### src/rtl/mac_pkg.sv
// Shared definitions for the multiply-accumulate lane.
// Holds the default widths, a wide signed working type, and the
// sign-extension and saturating-add helpers used by mac_acc_unit.
package mac_pkg;

  localparam int DW_D = 8;   // activation / weight width
  localparam int CW_D = 16;  // bias width
  localparam int AW_D = 20;  // accumulator / result width

  // Helpers work at a fixed wide width. Callers hand in zero-extended
  // operands, and the helpers interpret them at the narrower width given.
  localparam int unsigned MAXW = 64;
  typedef logic signed [MAXW-1:0] wide_t;

  // Sign-extends the low w bits of v to the full working width.
  function automatic wide_t sext(input wide_t v, input int unsigned w);
    int unsigned sh;
    sh = MAXW - w;
    return (v <<< sh) >>> sh;
  endfunction

  // Adds two values that are already in the aw-bit signed range. Returns
  // {ovf, result}. The result is clamped when sat is set, and otherwise
  // wraps modulo 2^aw. The result comes back sign-extended, so callers can
  // take its low aw bits. The sum of two aw-bit operands fits easily in
  // MAXW bits, so this gives the same outcome as an aw+1-bit adder.
  function automatic logic [MAXW:0] sat_add(input wide_t a, input wide_t b,
                                            input int unsigned aw, input logic sat);
    wide_t sum;
    wide_t hi;
    wide_t lo;
    wide_t res;
    logic  ovf;
    hi  = (wide_t'(1) <<< (aw - 1)) - wide_t'(1);
    lo  = ~hi;
    sum = a + b;
    ovf = (sum > hi) || (sum < lo);
    if (!ovf)     res = sum;
    else if (sat) res = sum[MAXW-1] ? lo : hi;
    else          res = sext(sum, aw);
    return {ovf, res};
  endfunction

endpackage

### src/rtl/mac_mul_stage.sv
// Stage 1 of the MAC lane: the weight register, the signed multiplier and
// the stage-1 pipeline registers. The multiplier lives in its own module
// so that it can be swapped for a hard-macro multiplier later.
// Ports:
//   clk, rst_n       clock, async active-low reset
//   w_load, wi       weight load strobe and value
//   x_valid, xi      activation term and its qualifier
//   x_first, x_last  sequence delimiters for the term
//   ci               bias, captured with the first term
//   v1, f1, l1       stage-1 valid / first / last flags
//   p_r              registered full-width signed product
//   ci_r             registered bias
module mac_mul_stage
  import mac_pkg::*;
#(
  parameter int DW = DW_D,
  parameter int CW = CW_D
) (
  input  logic            clk,
  input  logic            rst_n,
  input  logic            w_load,
  input  logic [DW-1:0]   wi,
  input  logic            x_valid,
  input  logic [DW-1:0]   xi,
  input  logic            x_first,
  input  logic            x_last,
  input  logic [CW-1:0]   ci,
  output logic            v1,
  output logic            f1,
  output logic            l1,
  output logic [2*DW-1:0] p_r,
  output logic [CW-1:0]   ci_r
);

  logic [DW-1:0]          w_r;
  logic signed [2*DW-1:0] prod;

  // Both operands are extended to 2*DW bits as signed values, so the
  // corner case -2^(DW-1) squared still fits.
  always_comb prod = $signed(xi) * $signed(w_r);

  // The product uses the old weight when a load happens on the same edge.
  always_ff @(posedge clk or negedge rst_n) begin
    if (!rst_n) begin
      w_r <= '0;
    end else if (w_load) begin
      w_r <= wi;
    end
  end

  always_ff @(posedge clk or negedge rst_n) begin
    if (!rst_n) begin
      v1   <= 1'b0;
      f1   <= 1'b0;
      l1   <= 1'b0;
      p_r  <= '0;
      ci_r <= '0;
    end else begin
      v1 <= x_valid;
      if (x_valid) begin
        p_r <= prod;
        f1  <= x_first;
        l1  <= x_last;
        if (x_first) ci_r <= ci;
      end
    end
  end

endmodule

### src/rtl/mac_acc_unit.sv
// Signed multiply-accumulate lane. It multiplies a stream of activations by
// a loaded weight and accumulates each first..last sequence on top of a
// bias. It emits one result per sequence, with optional saturation and a
// sticky per-sequence overflow flag.
// Ports:
//   clk, rst_n        clock, async active-low reset
//   w_load, wi        weight load strobe and value
//   x_valid, xi       activation term and its qualifier
//   x_first, x_last   sequence delimiters
//   ci                bias, sampled with x_valid & x_first
//   co_valid          one-cycle pulse marking co/ovf valid
//   co                accumulated result
//   ovf               an overflow occurred somewhere in the sequence
module mac_acc_unit
  import mac_pkg::*;
#(
  parameter int DW  = DW_D,
  parameter int CW  = CW_D,
  parameter int AW  = AW_D,
  parameter int SAT = 1
) (
  input  logic          clk,
  input  logic          rst_n,
  input  logic          w_load,
  input  logic [DW-1:0] wi,
  input  logic          x_valid,
  input  logic [DW-1:0] xi,
  input  logic          x_first,
  input  logic          x_last,
  input  logic [CW-1:0] ci,
  output logic          co_valid,
  output logic [AW-1:0] co,
  output logic          ovf
);

  logic            v1;
  logic            f1;
  logic            l1;
  logic [2*DW-1:0] p_r;
  logic [CW-1:0]   ci_r;

  logic [AW-1:0]   acc;
  logic            ovf_acc;
  logic [AW-1:0]   acc_nxt;
  logic            ovf_nxt;
  wide_t           base;
  wide_t           prod_w;
  logic [MAXW:0]   sa;
  logic            unused_hi;

  mac_mul_stage #(
    .DW(DW),
    .CW(CW)
  ) u_mul (
    .clk    (clk),
    .rst_n  (rst_n),
    .w_load (w_load),
    .wi     (wi),
    .x_valid(x_valid),
    .xi     (xi),
    .x_first(x_first),
    .x_last (x_last),
    .ci     (ci),
    .v1     (v1),
    .f1     (f1),
    .l1     (l1),
    .p_r    (p_r),
    .ci_r   (ci_r)
  );

  // A first term restarts the sequence from the bias, and it also clears
  // the sticky overflow.
  always_comb begin
    base    = f1 ? sext(wide_t'(ci_r), CW) : sext(wide_t'(acc), AW);
    prod_w  = sext(wide_t'(p_r), 2 * DW);
    sa      = sat_add(base, prod_w, AW, SAT != 0);
    acc_nxt = sa[AW-1:0];
    ovf_nxt = (f1 ? 1'b0 : ovf_acc) | sa[MAXW];
  end

  // The upper bits only repeat the sign of the result.
  assign unused_hi = ^sa[MAXW-1:AW];

  always_ff @(posedge clk or negedge rst_n) begin
    if (!rst_n) begin
      acc      <= '0;
      ovf_acc  <= 1'b0;
      co       <= '0;
      ovf      <= 1'b0;
      co_valid <= 1'b0;
    end else begin
      co_valid <= 1'b0;
      if (v1) begin
        acc     <= acc_nxt;
        ovf_acc <= ovf_nxt;
        if (l1) begin
          co       <= acc_nxt;
          ovf      <= ovf_nxt;
          co_valid <= 1'b1;
        end
      end
    end
  end

endmodule

### config.mk
export PLATFORM = sky130hd
export DESIGN_NAME = mac_acc_unit
export DESIGN_NICKNAME = d
export VERILOG_FILES = /design/src/rtl/mac_pkg.sv /design/src/rtl/mac_mul_stage.sv /design/src/rtl/mac_acc_unit.sv
export SDC_FILE = /design/constraint.sdc
export NUM_CORES = 1
export LEC_CHECK = 0
export CAP_MARGIN = 25
export CORE_MARGIN = 2
export CORE_UTILIZATION = 54
export DETAILED_ROUTE_END_ITERATION = 10
export PLACE_DENSITY = 0.78
export REMOVE_ABC_BUFFERS = 1
export SYNTH_ARGS = -nofsm -noshare
export SYNTH_HDL_FRONTEND = slang
export SYNTH_SLANG_ARGS = --single-unit
### constraint.sdc
create_clock -name clk -period 6.19 [get_ports clk]
set_clock_uncertainty 0.2 [all_clocks]
set_input_delay 1.238 -clock clk [delete_from_list [all_inputs] [get_ports clk]]
set_output_delay 1.238 -clock clk [all_outputs]
set_load 0.02 [all_outputs]
Word-level counts from Yosys, hierarchy flattened. Cells that the tools add are included.

$add $sub $neg: 1. $mul: 1. Divide/modulo/power cells: 0. $lt $le $gt $ge: 2. Equality and inequality tests: 0. Shifts and indexed selects: 0. Muxes and demuxes: 6. Bitwise operators: 1. Reduce and logical (&&, ||, !) cells: 3.

Operator list (count): $add A64 B16 Y64 (1); $gt A64 B20 Y1 const B (1); $lt A64 B20 Y1 const B (1); $mux W64 (1); $mux W20 (2); $mul A8 B8 Y16 (1); $reduce_and A2 Y1 (2); $mux W1 (3); $logic_or A1 B1 Y1 (1); $or A1 B1 Y1 (1).

Register bits: 86. Bits in latches: 0. RAM bits: 0. Bits in read-only memories: 0. Memories: 0.

Logic depth before layout (Yosys ltp). Gate-level depths: netlist of the first run.

Word-level depth: 5. Gate-level depth with buffers: 22. Gate-level depth less buffers: 19.

By module. From an unflattened synthesis of the first run, not the netlist that was laid out.

Cells, all modules: 812. Area total of the unflattened synthesis: 7848.8 sq um.

Modules (own cells, without submodules): mac_mul_stage (instances 1, cells each 390, area an instance 4172.8 sq um); mac_acc_unit (instances 1, cells each 422, area an instance 3676.0 sq um).

Worst setup path before layout of the first run. No wires, ideal clock.

Kind: reg2reg. From: reg u_mul.f1. To: reg acc[8]. Setup time: 77 ps. Arrival time: 5770 ps. Path slack: 142 ps. Cell stages (with the launch flop): 21. Path buffers: 2. Period minus slack after synthesis: 6048 ps. Cells stage by stage: dfrtp_1 clkbuf_1 inv_1 a21boi_0 inv_1 ha_1 and3_1 a32o_1 nor2_1 and2_4 inv_1 fa_1 nand4_1 or4_1 nor4_1 mux2i_1 or2_1 o311ai_4 buf_4 a31oi_1 a21oi_1.

Cells in the longest elaborated chain, start to end: 5. Elaborated cells between the ends (all ways): 7.

Ends and longest elaborated chain: start: declaration (RTL line mac_mul_stage.sv:29) `output logic f1,`; start signal: assignment (RTL line mac_mul_stage.sv:62) `f1 <= x_first;`; $mux W64 (*) (RTL line mac_acc_unit.sv:74) `base = f1 ? sext(wide_t'(ci_r), CW) : sext(wide_t'(acc), AW);`; $add A64 B16 Y64 (*) (RTL line mac_pkg.sv:36) `sum = a + b;`; $gt A64 B20 Y1 / $lt A64 B20 Y1 (equally long branches) (RTL line mac_pkg.sv:37) `ovf = (sum > hi) || (sum < lo);`; $logic_or A1 B1 Y1 (RTL line mac_pkg.sv:37); $mux W20 (*) (RTL line mac_pkg.sv:38) `if (!ovf) res = sum;`; end signal: assignment (RTL line mac_acc_unit.sv:94) `acc <= acc_nxt;`; end: declaration (RTL line mac_acc_unit.sv:42) `logic [AW-1:0] acc;`.

Mark *: on every way between the ends. The rest lies on a longest branch, timed or not. A chain may end at the register's enable or synchronous reset.

Final worst setup path of the first run.
From: in xi[3]. To: reg u_mul.p_r[14].

Cells in the longest elaborated chain, start to end: 1.

Ends and longest elaborated chain: start: declaration (RTL line mac_acc_unit.sv:27) `input logic [DW-1:0] xi,`; $mul A8 B8 Y16 (RTL line mac_mul_stage.sv:40) `always_comb prod = $signed(xi) * $signed(w_r);`; end signal: assignment (RTL line mac_mul_stage.sv:61) `p_r <= prod;`; end: declaration (RTL line mac_mul_stage.sv:31) `output logic [2*DW-1:0] p_r,`.

Every way passes these cells.

==> results of run 1 <==
[cell usage in the layout (no fill, tap or decap), types with 4 or more instances in the layout]
master / instances
and2_1: 44
nand2_1: 45
nor3_1: 7
clkbuf_16: 9
xnor2_1: 17
a211oi_1: 4
a21oi_1: 71
inv_1: 77
and3_1: 5
o2111ai_1: 5
buf_4: 13
o21ai_1: 5
nor4bb_1: 5
fa_1: 71
xor2_1: 7
a21o_1: 11
dfrtp_1: 85
clkdlybuf4s50_1: 58
nor2b_1: 4
nor2_1: 57
nand2b_1: 14
o21ai_0: 25
mux2_2: 50
nand3_1: 12
nor4b_1: 4
a211o_1: 4
a31oi_1: 5
ha_1: 49
[sequential cells by signal (all words and copies together) (netlist names)]
register	cells
u_mul.ci_r	16
co	20
ovf_acc	1
u_mul.f1	1
acc	20
u_mul.p_r	16
co_valid	1
u_mul.v1	1
u_mul.w_r	8
ovf	1
u_mul.l1	1
[worst min-delay path by stage]
| stage | to | slack [ns] | start |
|---|---|---|---|
| 2_1_floorplan | acc[18] | 0.26 | acc[18] |
| 3_3_place_gp | co[19] | 0.27 | co[19] |
| 3_5_place_dp | acc[18] | 0.29 | acc[18] |
| 4_1_cts | acc[18] | 0.31 | acc[18] |
| 5_1_grt | u_mul.ci_r[2] | 0.33 | u_mul.ci_r[2] |
| 6_report | u_mul.ci_r[2] | 0.31 | u_mul.ci_r[2] |
[metal layers]
metal / share of wire, % / up-vias
li1: - / 2683
met1: 45 / 2783
met2: 50 / 137
met3: 3.7 / 22
met4: 1.6 / 0
met5: 0 / -
[power by group through the flow]
| stage | clock (W) | combinational (W) | sequential (W) |
|---|---|---|---|
| floorplan | 0 | 0.00249 | 0.000968 |
| global route | 0.000633 | 0.00387 | 0.000935 |
| detailed placement | 0 | 0.00338 | 0.000917 |
| CTS | 0.000601 | 0.00343 | 0.000911 |
| global placement | 0 | 0.00326 | 0.000907 |
| finish | 0.000590 | 0.00345 | 0.000911 |
[logic make-up after synthesis]
logic type	after synthesis
AND/OR/NAND/NOR	216
multiplexers	52
buffers and inverters	103
XOR/XNOR	24
AO/OA/AOI/OAI	154
flip-flops	86
adder cells (fa/ha/maj)	120
[cell type report]
cell class / count / share of cell area [%]
well taps: 176 / 2.55
multi-input cells: 566 / 56.9
clock buffers: 11 / 2.81
repair buffers: 73 / 8.49
inverters: 78 / 3.39
flip-flops and latches: 86 / 24.9
clock inverters: 5 / 0.942
[worst max-delay path, cell delays in order]
cell,delay [ns]
clkdlybuf4s50_1,0.54
and2_1,0.24
fa_1,0.35
inv_1,0.09
fa_1,0.43
fa_1,0.48
fa_1,0.54
inv_1,0.04
ha_1,0.32
nor2b_1,0.14
o21ai_0,0.22
a21boi_1,0.13
o21ai_0,0.16
nand2b_1,0.10
a2111oi_1,0.51
or3_1,0.19
nand4_1,0.08
[per-stage QoR]
step                      hold slack [ns]  setup slack (ns)  cell area [um2]
final                               0.309             0.380             8640
after global routing                0.333           0.00968             8640
after CTS                           0.306             0.302             8580
after detailed placement            0.285           -0.0542             8260
after global placement              0.270             0.171             8260
after floorplan                     0.259            0.0721             7360
[repair_timing]
item | CTS | global route
setup endpoints to repair | 0 | 39
resized for setup | 0 | 2
buffers inserted | 0 | 0
==> flow_summary.toml, run 1 <==
[place]
hpwl_mm = 12.3
place.gp.congestion = 0.916
io_buffer_count = 59
placedCellCount = 977

[sta]
setup_viol = 0
tns_ns = 0
slew_headroom_pct = 40.1
fin_crit_ns = 5.81
rsz0062_at_grt = "false"
worstMarginPinSlew_ns = 0.899
slew_viol_final = 0
max_freq_mhz = 172
fin_crit_sh_pct = 93.9
final_hold_viol_count = 0

[drt]
drtPass1Iterations = 5
ant_nets = 0
wl_mm = 16.0
drt-initial-drc-count = 341
route.detailed.drc = 0
via_per_inst = 5.65
routedWlPerCell_um = 16.1
route.vias.total = 5625

[layout]
nFillCells = 1065
diodes = 0
utilization_pct = 64.7
syn_to_final_growth_pct = 15.7
drive_above_1_share_pct = 11.1
seq_area_um2 = 2150
final_cells = 995
multiInputGateArea_um2 = 4910
final_nets = 972

[global_routing]
grtUsageMet3_pct = 3.51
grt.overflow.total = 0
grt.total_usage_pct = 23.4
met1_usage_pct = 31.0
grt_max_degree = 87
grt_use_met2_pct = 40.3
first_global_vias = 5811
grt_pass1_wl_mm = 27.5
grt_antenna_before_repair = 0
busiest_layer = "met2"

[yosys]
synth.distinct_cells = 60
synthMuxAreaShare_pct = 7.81
synth-seq-cells = 86
netlist_area_um2 = 7460
syn_inst = 755
yosys.area_share.adder_pct = 27.3
yosys_warnings = 0
synth_top_area_share_pct = 28.8
yosysSeqAreaShare_pct = 28.8
ys.flop_type = "dfrtp_1"
synthXorXnorAreaFrac_pct = 2.82
synth_top_area_cell = "dfrtp_1"
yosysMostFrequentCell = "dfrtp_1"
synth_compound_area_share_pct = 12.9
synth_top_family_by_area = "adder cells"
async_reset_ff_share_pct = 100
yosys.area_share.simple_pct = 15.0
yosys-top-cells-count = "86 x dfrtp_1, 77 x inv_1, 71 x a21oi_1, 71 x fa_1, 57 x nor2_1"
synth_edf_count = 0
synth_area_per_cell_um2 = 9.89
synthTopCellsByArea = "dfrtp_1 29%, fa_1 19%, ha_1 8.2%, mux2_2 7.5%, a21oi_1 4.8%"

[worst_setup_path]
worstReg2RegEnd = "acc[6]"
cp_data_arrival_time_ns = 5.83
required_ns = 6.21
worstPathMaxFanout = 8
r2r_cells = 20
cp-endpoint = "u_mul.p_r[14]"
crit_path_end_kind = "flop"
start_kind = "input pin"
crit_start = "xi[3]"
path_class = "input pin to flop"
reg2reg_from = "u_mul.f1"
reg2reg_setup_slack_ns = 0.38

[power]
fin_total_pwr_w = 0.00495
power_leakage_nw = 3.91
powerDensity_nw_per_um2 = 573
p_sw_share_pct = 45.7
p_seq_share_pct = 18.4
comb_power_share_pct = 69.6
peakVddDrop_mv = 0.278
intPower_w = 0.00269
p_clk_share_pct = 11.9
power.switching_w = 0.00226

[floorplanning]
fp.dieW_um = 122
start_util_pct = 55.9
die_height_um = 122
placementRows = 42
num_io_pins = 60
die_area_um2 = 14800
core_area_um2 = 13300

[status]
status = "completed"

[clock_tree]
clock_sinks = 86
ctsHoldBuffers = 0
clk_pin_slew_ns = 0.06
cts_root_buffer = "clkbuf_16"
cts_buffers = 9
clk_path_buf_depth = 2
tritoncts = "built"
clkLatencyLatePin_ns = 0.35
htree_levels = 3

[flow_run]
maxCapViolations = 0

[min_path]
whs_path_depth = 1
min_path_type = "flop to flop"
No activity file was read; power rests on OpenSTA's default activity.
==> inputs of run 2 (changes only) <==
CAP_MARGIN = not set   (was 25)
CORE_UTILIZATION = 45   (was 54)
GPL_TIMING_DRIVEN = 0   (was not set)
PLACE_DENSITY = 0.67   (was 0.78)
==> flow_summary.toml, run 2 (synthesis gave the netlist of run 1 again) <==
[sta]
hold-worst-slack_ns = 0.281
max_freq_mhz = 173
tns_ns = 0
slew_viol_final = 0
final_hold_viol_count = 0
worstMarginPinSlew_ns = 1.34
rsz0062_at_grt = "false"
fin_crit_ns = 5.77
fin_crit_sh_pct = 93.2
slew_headroom_pct = 10.8
setup_ws_ns = 0.419
setup_viol = 0

[flow_run]
maxCapViolations = 0

[clock_tree]
clk_pin_slew_ns = 0.07
clk_path_buf_depth = 2
cts_root_buffer = "clkbuf_16"
htree_levels = 3
clock_sinks = 86
clkLatencyLatePin_ns = 0.35
tritoncts = "built"
cts_buffers = 9

[worst_setup_path]
required_ns = 6.25
crit_chain = "nand2_1, a21boi_4, buf_4, inv_1, ha_1, and3_1, a32o_1, nor2_2, and2_4, inv_1, fa_1, nand4_1, or4_1, nor4_2, mux2i_1, or2_1, o311ai_4, buf_12, a21oi_1, a21oi_1"
worstPathMaxFanout = 21
start_kind = "flop"
cp-endpoint = "co[12]"
crit_path_end_kind = "flop"
slowest_stage = "dfrtp_4"
r2r_cells = 20
crit_start = "u_mul.f1"
cp_data_arrival_time_ns = 5.83
worstReg2RegEnd = "co[12]"
path_class = "flop to flop"
critPathMaxStageDelay_ns = 0.61
reg2reg_setup_slack_ns = 0.42
reg2reg_from = "u_mul.f1"

[layout]
final_cells = 1029
syn_to_final_growth_pct = 16.0
diodes = 0
layout_commonest_cell = "dfrtp_1"
final_cell_mix = "85 x dfrtp_1, 77 x inv_1, 71 x a21oi_1, 71 x fa_1, 58 x clkdlybuf4s50_1"
largestRegisters = "acc x20, co x20"
drive_above_1_share_pct = 10.8
final_nets = 962

[drt]
drtPass1Iterations = 5
drt-initial-drc-count = 251
routedWlPerCell_um = 14.9
route.vias.total = 5392
ant_nets = 0
wl_mm = 15.4
route.detailed.drc = 0
via_per_inst = 5.24

[floorplanning]
start_util_pct = 45.5
core_area_um2 = 16400
fp.dieW_um = 133
num_io_pins = 60
die_area_um2 = 17600
placementRows = 47
die_height_um = 133

[place]
placedCellCount = 1011
dpl_worst_slack_ns = -0.426
io_buffer_count = 59
hpwl_mm = 11.2
place.gp.congestion = 0.873

[global_routing]
grt_max_degree = 72
first_global_vias = 5466
grt.overflow.total = 0
grt_pass1_wl_mm = 27.0
grt.total_usage_pct = 18.8
grt_antenna_before_repair = 0

[power]
fin_total_pwr_w = 0.00489
powerDensity_nw_per_um2 = 565
peakVddDrop_mv = 0.233
power_leakage_nw = 3.89

[status]
status = "completed"

[min_path]
min_path_type = "flop to flop"
==> run 2: area by class of cell <==
cell class / count / area [um2]
multi-input combinational: 567 / 4980
fill: 1487 / 7750
clock buffer: 10 / 239
sequential: 86 / 2160
inverter: 78 / 293
clock inverter: 6 / 68.8
tap: 220 / 275
timing repair buffer: 62 / 643
==> run 2: critical path, delay by kind of cell, from the launching register on <==
family | cells | cell delay, ns
multiplexers | 1 | 0.11
buffers and inverters | 4 | 0.70
adder cells (fa/ha/maj) | 2 | 0.96
AO/OA/AOI/OAI | 5 | 1.04
AND/OR/NAND/NOR | 8 | 2.05
flip-flops | 1 | 0.61
==> run 2: what timing repair did <==
| action | CTS | global route |
|---|---|---|
| resized for setup | 4 | 8 |
| setup buffers | 0 | 1 |
| endpoints found under the setup margin | 40 | 42 |
| pin swaps | 1 | 2 |
| cloned | 1 | 0 |
| hold buffers | 0 | 0 |
==> run 2: layer usage <==
layer / share of wire, % / routed length, um / GRT usage (%)
met4: 0.98 / 151 / 3.82
met1: 48 / 7400 / 26.2
met2: 47 / 7290 / 30.9
met5: 0 / 0 / 0
met3: 3.5 / 536 / 3.45
==> run 2: through the flow <==
stage,area (um2),util (%)
floorplan,7360,-
global placement,8220,50.1
detailed placement,8260,50.3
CTS,8600,52.4
global route,8660,52.8
finish,8660,52.8
==> run 2: how the worst min path moves through the flow <==
stage	from	endpoint	cells after the start
5_1_grt	u_mul.ci_r[12]	u_mul.ci_r[12]	1
6_report	co[19]	co[19]	2
3_3_place_gp	co[19]	co[19]	2
3_5_place_dp	co[19]	co[19]	2
4_1_cts	co[19]	co[19]	2
2_1_floorplan	acc[18]	acc[18]	1
==> run 2: power by group <==
group	total (W)	switching, W	internal, W
Clock	0.000560	0.000233	0.000327
Sequential	0.000923	0.000150	0.000773
Combinational	0.00341	0.00187	0.00154
